$ cat src/rtl/core_seq.sv
// Tile sequencer for the systolic core: fetches weights, loads kernels, streams
// activations and drains OFIFO rows into psum SRAM (overwrite or saturating accumulate).
module core_seq #(
  parameter int unsigned ROW     = 8,
  parameter int unsigned COL     = 8,
  parameter int unsigned BW      = 4,
  parameter int unsigned PSUM_BW = 16,
  parameter int unsigned ADDR_W  = 11,
  parameter int unsigned LEN_W   = 11
) (
  input  logic                     clk,
  input  logic                     reset,
  input  logic                     cmd_valid,
  output logic                     cmd_ready,
  input  logic [ADDR_W-1:0]        cmd_w_base,
  input  logic [ADDR_W-1:0]        cmd_x_base,
  input  logic [ADDR_W-1:0]        cmd_p_base,
  input  logic [LEN_W-1:0]         cmd_len,
  input  logic                     cmd_acc,
  output logic                     xmem_cen,
  output logic [ADDR_W-1:0]        xmem_a,
  output logic                     l0_wr,
  output logic                     load,
  output logic                     execute,
  input  logic                     ofifo_valid,
  input  logic [PSUM_BW*COL-1:0]   ofifo_data,
  output logic                     ofifo_rd,
  output logic                     pmem_cen,
  output logic                     pmem_wen,
  output logic [ADDR_W-1:0]        pmem_a,
  output logic [PSUM_BW*COL-1:0]   pmem_d,
  input  logic [PSUM_BW*COL-1:0]   pmem_q,
  output logic                     busy,
  output logic                     done
);

  localparam int unsigned DW = PSUM_BW * COL;

  // Step counters share LEN_W bits, so ROW/COL must fit in that range.
  if (BW == 0 || ROW == 0 || COL == 0 || PSUM_BW < 2 ||
      ROW > (1 << LEN_W) || COL > (1 << LEN_W)) begin : g_bad_params
    $error("core_seq: unsupported parameter set");
  end

  typedef enum logic [2:0] {
    S_IDLE, S_W_RD, S_LOAD, S_X_RD, S_DRAIN, S_DONE
  } state_e;

  state_e            state_q, state_d;
  logic [LEN_W-1:0]  cnt_q, cnt_d;
  logic [LEN_W-1:0]  d_q, d_d;
  logic              phase_q, phase_d;
  logic [ADDR_W-1:0] w_base_q, w_base_d;
  logic [ADDR_W-1:0] x_base_q, x_base_d;
  logic [ADDR_W-1:0] p_base_q, p_base_d;
  logic [LEN_W-1:0]  len_q, len_d;
  logic              acc_q, acc_d;
  logic              l0_wr_q, l0_wr_d;
  logic              x_tail_q, x_tail_d;
  logic [DW-1:0]     acc_sum;

  function automatic logic [PSUM_BW-1:0] sat_add(input logic [PSUM_BW-1:0] a,
                                                 input logic [PSUM_BW-1:0] b);
    logic [PSUM_BW:0]   s;
    logic [PSUM_BW-1:0] r;
    s = {a[PSUM_BW-1], a} + {b[PSUM_BW-1], b};
    r = s[PSUM_BW-1:0];
    if (s[PSUM_BW] != s[PSUM_BW-1]) begin
      r = s[PSUM_BW] ? {1'b1, {(PSUM_BW-1){1'b0}}} : {1'b0, {(PSUM_BW-1){1'b1}}};
    end
    return r;
  endfunction

  // Per-lane signed saturating sum for the read-modify-write path.
  always_comb begin
    acc_sum = '0;
    for (int l = 0; l < int'(COL); l++) begin
      acc_sum[l*PSUM_BW +: PSUM_BW] = sat_add(pmem_q[l*PSUM_BW +: PSUM_BW],
                                              ofifo_data[l*PSUM_BW +: PSUM_BW]);
    end
  end

  always_ff @(posedge clk) begin
    if (reset) begin
      state_q  <= S_IDLE;
      cnt_q    <= '0;
      d_q      <= '0;
      phase_q  <= 1'b0;
      w_base_q <= '0;
      x_base_q <= '0;
      p_base_q <= '0;
      len_q    <= '0;
      acc_q    <= 1'b0;
      l0_wr_q  <= 1'b0;
      x_tail_q <= 1'b0;
    end else begin
      state_q  <= state_d;
      cnt_q    <= cnt_d;
      d_q      <= d_d;
      phase_q  <= phase_d;
      w_base_q <= w_base_d;
      x_base_q <= x_base_d;
      p_base_q <= p_base_d;
      len_q    <= len_d;
      acc_q    <= acc_d;
      l0_wr_q  <= l0_wr_d;
      x_tail_q <= x_tail_d;
    end
  end

  always_comb begin
    state_d   = state_q;
    cnt_d     = cnt_q;
    d_d       = d_q;
    phase_d   = phase_q;
    w_base_d  = w_base_q;
    x_base_d  = x_base_q;
    p_base_d  = p_base_q;
    len_d     = len_q;
    acc_d     = acc_q;
    l0_wr_d   = 1'b0;
    x_tail_d  = 1'b0;
    cmd_ready = 1'b0;
    busy      = (state_q != S_IDLE);
    done      = 1'b0;
    xmem_cen  = 1'b1;
    xmem_a    = '0;
    l0_wr     = l0_wr_q;
    load      = 1'b0;
    execute   = x_tail_q;
    ofifo_rd  = 1'b0;
    pmem_cen  = 1'b1;
    pmem_wen  = 1'b1;
    pmem_a    = '0;
    pmem_d    = '0;

    case (state_q)
      S_IDLE: begin
        cmd_ready = 1'b1;
        if (cmd_valid) begin
          w_base_d = cmd_w_base;
          x_base_d = cmd_x_base;
          p_base_d = cmd_p_base;
          len_d    = cmd_len;
          acc_d    = cmd_acc;
          cnt_d    = '0;
          d_d      = '0;
          phase_d  = 1'b0;
          state_d  = S_W_RD;
        end
      end
      S_W_RD: begin
        xmem_cen = 1'b0;
        xmem_a   = w_base_q + ADDR_W'(cnt_q);
        l0_wr_d  = 1'b1;
        if (cnt_q == LEN_W'(ROW - 1)) begin
          cnt_d   = '0;
          state_d = S_LOAD;
        end else begin
          cnt_d = cnt_q + LEN_W'(1);
        end
      end
      S_LOAD: begin
        load = 1'b1;
        if (cnt_q == LEN_W'(COL - 1)) begin
          cnt_d   = '0;
          state_d = (len_q == '0) ? S_DONE : S_X_RD;
        end else begin
          cnt_d = cnt_q + LEN_W'(1);
        end
      end
      S_X_RD: begin
        xmem_cen = 1'b0;
        xmem_a   = x_base_q + ADDR_W'(cnt_q);
        l0_wr_d  = 1'b1;
        x_tail_d = 1'b1;
        execute  = 1'b1;
        if (cnt_q == len_q - LEN_W'(1)) begin
          cnt_d   = '0;
          state_d = S_DRAIN;
        end else begin
          cnt_d = cnt_q + LEN_W'(1);
        end
      end
      S_DRAIN: begin
        if (d_q == len_q) state_d = S_DONE;
      end
      S_DONE: begin
        done    = 1'b1;
        state_d = S_IDLE;
      end
      default: state_d = S_IDLE;
    endcase

    // Drain engine: one row per cycle when overwriting, read then write when accumulating.
    if ((state_q == S_X_RD || state_q == S_DRAIN) && d_q != len_q && ofifo_valid) begin
      pmem_cen = 1'b0;
      pmem_a   = p_base_q + ADDR_W'(d_q);
      if (!acc_q) begin
        ofifo_rd = 1'b1;
        pmem_wen = 1'b0;
        pmem_d   = ofifo_data;
        d_d      = d_q + LEN_W'(1);
      end else if (!phase_q) begin
        phase_d = 1'b1;
      end else begin
        ofifo_rd = 1'b1;
        pmem_wen = 1'b0;
        pmem_d   = acc_sum;
        d_d      = d_q + LEN_W'(1);
        phase_d  = 1'b0;
      end
    end
  end

endmodule

$ cat config.mk
export PLATFORM = sky130hd
export DESIGN_NAME = core_seq
export DESIGN_NICKNAME = d
export VERILOG_FILES = /design/src/rtl/core_seq.sv
export SDC_FILE = /design/constraint.sdc
export NUM_CORES = 1
export LEC_CHECK = 0
export CORE_UTILIZATION = 30
export DETAILED_ROUTE_END_ITERATION = 8
export DONT_BUFFER_PORTS = 1
export SLEW_MARGIN = 0
export SYNTH_ARGS = -nofsm -noshare
export SYNTH_HDL_FRONTEND = slang
export SYNTH_SLANG_ARGS = --single-unit
$ cat constraint.sdc
create_clock -name clk -period 5.5 [get_ports clk]
set_input_delay 0.275 -clock clk [delete_from_list [all_inputs] [get_ports clk]]
set_output_delay 0.275 -clock clk [all_outputs]
set_load 0.03 [all_outputs]
* Word level (Yosys, flattened, before mapping)
Index checks and enable logic that the tools add are counted.
** Storage, ports and cells
- Bits of input ports :: 305
- Word-level logic and storage cells :: 114
- Output and inout bits :: 160
- Flip-flop bits (word level) :: 73
** Cells by class
- Muxes and demuxes :: 55
- Add/subtract/negate cells :: 14
- Reductions and logical operators :: 12
- Equality and inequality tests :: 22
** Operators with widths (count)
- two-way mux 128 bit :: 3
- two-way mux 16 bit :: 16
- adder 16 x 16 -> 17 bit :: 8
- two-way mux 11 bit :: 9
- adder 11 bit :: 3
- case mux 11 bit (3 select lines) :: 1
- adder 11 x 1 -> 11 bit, second input constant :: 2
- equality test 11 bit :: 2
- case mux 11 bit (2 select lines) :: 1
- two-way mux 1 bit :: 18
- two-way mux 3 bit :: 6
- case mux 3 bit (5 select lines) :: 1
- equality test 11 x 3 -> 1 bit, second input constant :: 1
- zero test 11 bit :: 1
- inequality test 11 bit :: 1
- subtractor 11 x 1 -> 11 bit, second input constant :: 1
- inequality test 2 bit, second input constant :: 5
- inequality test 1 bit :: 8
- equality test 3 x 2 -> 1 bit, second input constant :: 2
- equality test 3 bit, second input constant :: 2
- nonzero test 3 bit :: 2
- AND reduction 5 bit :: 1
- AND reduction 2 bit :: 2
- OR reduction 2 bit :: 2
- other kinds (4) :: 5

* Depth between registers and ports, before layout
- Depth after elaboration :: 6
- Gate-level depth with buffers :: 17
- Mapped depth without buffers :: 15

* Least setup slack after synthesis
OpenSTA, ideal clock, no wires.
- Path kind :: input -> output
- Start :: input port ofifo_data[102]
- End :: output port pmem_d[100]
- Stages :: 17
- Data arrival time :: 3954 ps
- Buffers on the path :: 2
- Path slack :: 1271 ps
- Required time :: 5225 ps
- Path through :: ha_1 > or3_1 > or2_2 > o221ai_1 > o21ai_0 > o221ai_1 > o21bai_1 > a21o_1 > xor2_1 > ha_1 > clkbuf_1 > o21ai_0 > nand2_1 > a31oi_1 > nand2_1 > clkbuf_1 > o21ai_0
** Between the ends
- Cells in the longest elaborated chain, start to end :: 6
- Elaborated cells on any way between the ends :: 7
- Those cells by class :: 1 x add/sub; 1 x eq/ne; 5 x mux
** Ends and longest elaborated chain
- start: declaration :: line 26 : input logic [PSUM_BW*COL-1:0] ofifo_data,
- adder 16 x 16 -> 17 bit * :: line 66 : s = {a[PSUM_BW-1], a} + {b[PSUM_BW-1], b};
- two-way mux 16 bit or inequality test 1 bit (tied branches) :: line 69, 68
- two-way mux 16 bit * :: line 68 : if (s[PSUM_BW] != s[PSUM_BW-1]) begin
- two-way mux 128 bit * :: line 204 : end else if (!phase_q) begin
- two-way mux 128 bit * :: line 199 : if (!acc_q) begin
- two-way mux 128 bit * :: line 196 : if ((state_q == S_X_RD || state_q == S_DRAIN) && d_q != len_q && ofifo_valid) begin
- end: declaration :: line 31 : output logic [PSUM_BW*COL-1:0] pmem_d,
Every way passes the cells marked *; elsewhere a longest branch is shown, timed or not.

* Final worst setup path
- Start :: register state_q[0]
- End :: output port xmem_a[10]
** Between the ends
- Cells in the longest elaborated chain, start to end :: 2
- Elaborated cells on any way between the ends :: 3
- Those cells by class :: 2 x eq/ne; 1 x mux
** Ends and longest elaborated chain
- start: declaration :: line 49 : state_e state_q, state_d;
- start signal: assignment :: line 97 : state_q <= state_d;
- equality test 3 x 2 -> 1 bit or equality test 3 x 1 -> 1 bit (tied branches) :: line 137 : case (state_q)
- case mux 11 bit (2 select lines) * :: line 137
- end: declaration :: line 21 : output logic [ADDR_W-1:0] xmem_a,
Marks and branches as above.

==> results.ini <==
[setup_path]
critical_path_arrival_ps = 4420
worstSetupEndpointType = primary output
regToRegStartpoint = state_q[0]
critical_path.max_fanout = 13
source_of_the_critical_timing_path = state_q[0]
worstRegToRegCells = 8
cp_data_required_time_ps = 5220
worstSetupStartpointType = register
r2r_slack_ps = 1850
reg_to_reg_critical_path_endpoint = d_q[1]
path_class = register to primary output

[timing]
number_of_max_slew_violations_in_the_final_report = 0
slew-limit-headroom = 0.2263
clock.fmax_mhz = 213.1
fin_skew_ps = 10.41
rsz0062_at_grt = no
fin_setup_tns_ps = 0
final_min_period_over_clock_period = 0.8533
final-setup-viol-count = 0
layout_min_cycle_time_ps = 4693
finalHoldViolations = 0
worst_pin_slew_ps = 1151

[placement]
port_buffers = 0
dpl.hpwl_mm = 37.97
place_inst = 2267
routabilityCongestion = 1.001

[detailed_routing]
post_drt_wl_per_cell_um = 20.31
drt_first_iter_violations = 914
drc_errors = 0
detail_route.vias_per_cell = 5.637
detailedRoute.firstPassIterationCount = 5
drt-total-wl_mm = 46.48
via_count = 12904
drtAntennaViolNets = 0

[grt]
first_pass_grt_wire_length_mm = 67.63
maximum_number_of_pins_on_one_net_before_global_route_repair = 82
grt_pass1_vias = 11674
overflow = 0
grt_antenna_before_repair = 5
global_route.usage.total = 0.2053

[layout]
layout.filler_cells = 4360
final_net_count = 2235
finalNonFillerCells = 2289
layout-drive-gt1-share = 0.06538
final_common_cell = sky130_fd_sc_hd__a21oi_1
most-common-layout-cells = sky130_fd_sc_hd__a21oi_1 (255), sky130_fd_sc_hd__nand2_1 (205), sky130_fd_sc_hd__ha_1 (165)
syn2layout_area_growth_pct = 9.096

[synth]
synthAdderAreaFrac = 0.1838
synth.yosys.warnings = 0
post_synth_xor_area_fraction = 0.1087
synth_seq_cells = 73
compound_cell_area_share_of_the_yosys_netlist = 0.2986
yosys.cell_types.count = 73
postSynthCellCount = 1762
async_flop_share = 0
synth-simple-area-share = 0.2403
synth_area_per_cell_um2 = 6.995
net_count_after_synthesis = 2242
yosys-mux-area-fraction = 0.01340
dominantRegCellSynth = sky130_fd_sc_hd__dfxtp_1
synth_area_mm2 = 0.01232
main_combinational_cell_family_by_area_after_synthesis = compound AO/OA/AOI/OAI gates
seq_area_frac_synth = 0.1186
synth_enable_flop_cells = 0

[power_and_ir_drop]
power.share.combinational = 0.482
pwr-share-clk = 0.254
cellInternalPower_w = 0.001316
power.leakage_nw = 5.577
net_switching_share_of_the_total_power = 0.3989
vdd.ir_drop.worst_uv = 152.2
power.switching_w = 0.0008729
pwr_dens_mw_per_mm2 = 162.8
power.sequential.fraction = 0.264

[floorplanning]
rows = 73
initial_utilization = 0.3074
die_h_um = 204.7
horiz_die_dim_um = 204.7
dieArea_mm2 = 0.04190
io_pins = 465
core-area_mm2 = 0.04010

[clock_tree]
postCtsSetupBuffers = 0
clk_latency_ps = 340
clockRootBuffer = sky130_fd_sc_hd__clkbuf_16
tritoncts = done
max-clock-path-buffers = 2
cts_made_buffers = 9
cts.sink_count = 73
worst_setup_hold_path_clk_slew_ps = 60
clock_tree.htree_level_count = 3

[job]
max-cap-violations = 0

[min_path]
min-delay-start = reset
hold_end = len_q[5]
timing.hold.worst_path_depth = 1
min-delay-path-class = input port to register

[outcome]
run_status = finished clean

## area by class of cell
| cell class | count | area (um^2) | share of cell area |
|---|---|---|---|
| multi-input combinational | 1573 | 10430 | 0.7755 |
| antenna | 5 | 12.51 | 0.0009306 |
| clock buffer | 10 | 239.0 | 0.01777 |
| clock inverter | 5 | 40.04 | 0.002978 |
| inverter | 36 | 136.4 | 0.01014 |
| sequential | 73 | 1463 | 0.1088 |
| timing repair buffer | 62 | 470.5 | 0.03499 |
| tap | 525 | 656.9 | 0.04886 |
## what timing repair did
item,4_1_cts,5_1_grt
hold buffers,2,0
gates resized for setup,0,0
endpoints found under the hold margin,14,0
## worst max path at each step
stage | slack [ps] | endpoint | depth (start not counted)
after CTS | 830 | pmem_d[12] | 15
after global routing | 400 | pmem_d[12] | 15
after detailed placement | 850 | pmem_d[12] | 15
after floorplan | 1270 | pmem_d[100] | 17
after global placement | 980 | pmem_d[12] | 15
final | 810 | xmem_a[10] | 13
## per-stage QoR
| step | util | total power [W] | area, um^2 | worst slack (ps) | hold slack (ps) |
|---|---|---|---|---|---|
| 3_5_place_dp | 0.3276 | 0.001622 | 13130 | 852.2 | 346.4 |
| 2_1_floorplan | - | 0.001430 | 12320 | 1271 | 411.0 |
| 5_1_grt | 0.3353 | 0.002353 | 13440 | 401.7 | 10.40 |
| 4_1_cts | 0.3350 | 0.002188 | 13430 | 827.9 | 0.1583 |
| 6_report | 0.3353 | 0.002188 | 13450 | 806.9 | 15.34 |
| 3_3_place_gp | 0.3276 | 0.001612 | 13130 | 984.2 | 347.3 |
## cell families after synthesis
| family | count (synthesis) |
|---|---|
| adders and majority gates | 175 |
| DFF | 73 |
| buffers and inverters | 116 |
| xor gates and xnor gates | 153 |
| and+or+nand+nor | 617 |
| muxes | 15 |
| AOI/OAI and AO/OA | 613 |
## per-layer routing
layer / share of wire / vias to the layer above / track usage
met5: 0.00030 / - / 0
met4: 0.030 / 2 / 0.07010
met3: 0.075 / 75 / 0.04136
met2: 0.48 / 450 / 0.3592
met1: 0.41 / 6046 / 0.2472
li1: - / 6331 / -
## Yosys cell counts (19+ instances only)
| cell | instances | share of area |
|---|---|---|
| sky130_fd_sc_hd__o21ai_0 | 134 | 0.054 |
| sky130_fd_sc_hd__nand2b_1 | 45 | 0.023 |
| sky130_fd_sc_hd__nand2_1 | 205 | 0.062 |
| sky130_fd_sc_hd__xor2_1 | 47 | 0.033 |
| sky130_fd_sc_hd__a21oi_1 | 255 | 0.10 |
| sky130_fd_sc_hd__dfxtp_1 | 73 | 0.12 |
| sky130_fd_sc_hd__nand3_1 | 23 | 0.0093 |
| sky130_fd_sc_hd__nor2_1 | 145 | 0.044 |
| sky130_fd_sc_hd__nor3_1 | 32 | 0.013 |
| sky130_fd_sc_hd__a21o_1 | 56 | 0.034 |
| sky130_fd_sc_hd__ha_1 | 165 | 0.17 |
| sky130_fd_sc_hd__inv_1 | 35 | 0.011 |
| sky130_fd_sc_hd__a211oi_1 | 25 | 0.015 |
| sky130_fd_sc_hd__nor2b_1 | 68 | 0.035 |
| sky130_fd_sc_hd__a31oi_1 | 19 | 0.0096 |
| sky130_fd_sc_hd__xnor2_1 | 106 | 0.075 |
| sky130_fd_sc_hd__clkbuf_1 | 71 | 0.022 |
| sky130_fd_sc_hd__o21bai_1 | 24 | 0.015 |
## power by group through the flow
stage	combinational (W)	clock [W]	sequential, W
after floorplan	0.000855	0	0.000575
after global placement	0.00102	0	0.000588
after detailed placement	0.00103	0	0.000589
after CTS	0.00104	0.000568	0.000577
after global routing	0.00118	0.000594	0.000581
final	0.00105	0.000557	0.000578
## registers in the layout, summed over array words and instances (netlist names)
register  count
l0_wr         1
len_q        11
cnt_q        11
x_base_q     11
state_q       3
d_q          11
w_base_q     11
x_tail_q      1
acc_q         1
phase_q       1
p_base_q     11
## critical path, cell delays in order, from the launching register on
cell and delay (ps):
sky130_fd_sc_hd__dfxtp_1 600, sky130_fd_sc_hd__nor2b_1 280, sky130_fd_sc_hd__nand2_1 430, sky130_fd_sc_hd__mux2_2 450, sky130_fd_sc_hd__ha_1 220, sky130_fd_sc_hd__fa_1 430
sky130_fd_sc_hd__a21o_1 190, sky130_fd_sc_hd__a21oi_1 180, sky130_fd_sc_hd__nor2b_1 90, sky130_fd_sc_hd__o21ai_0 270, sky130_fd_sc_hd__a21oi_1 150, sky130_fd_sc_hd__a31oi_1 230
sky130_fd_sc_hd__xnor2_1 120, sky130_fd_sc_hd__nor2_1 440
(Power assumes the default switching activity.)
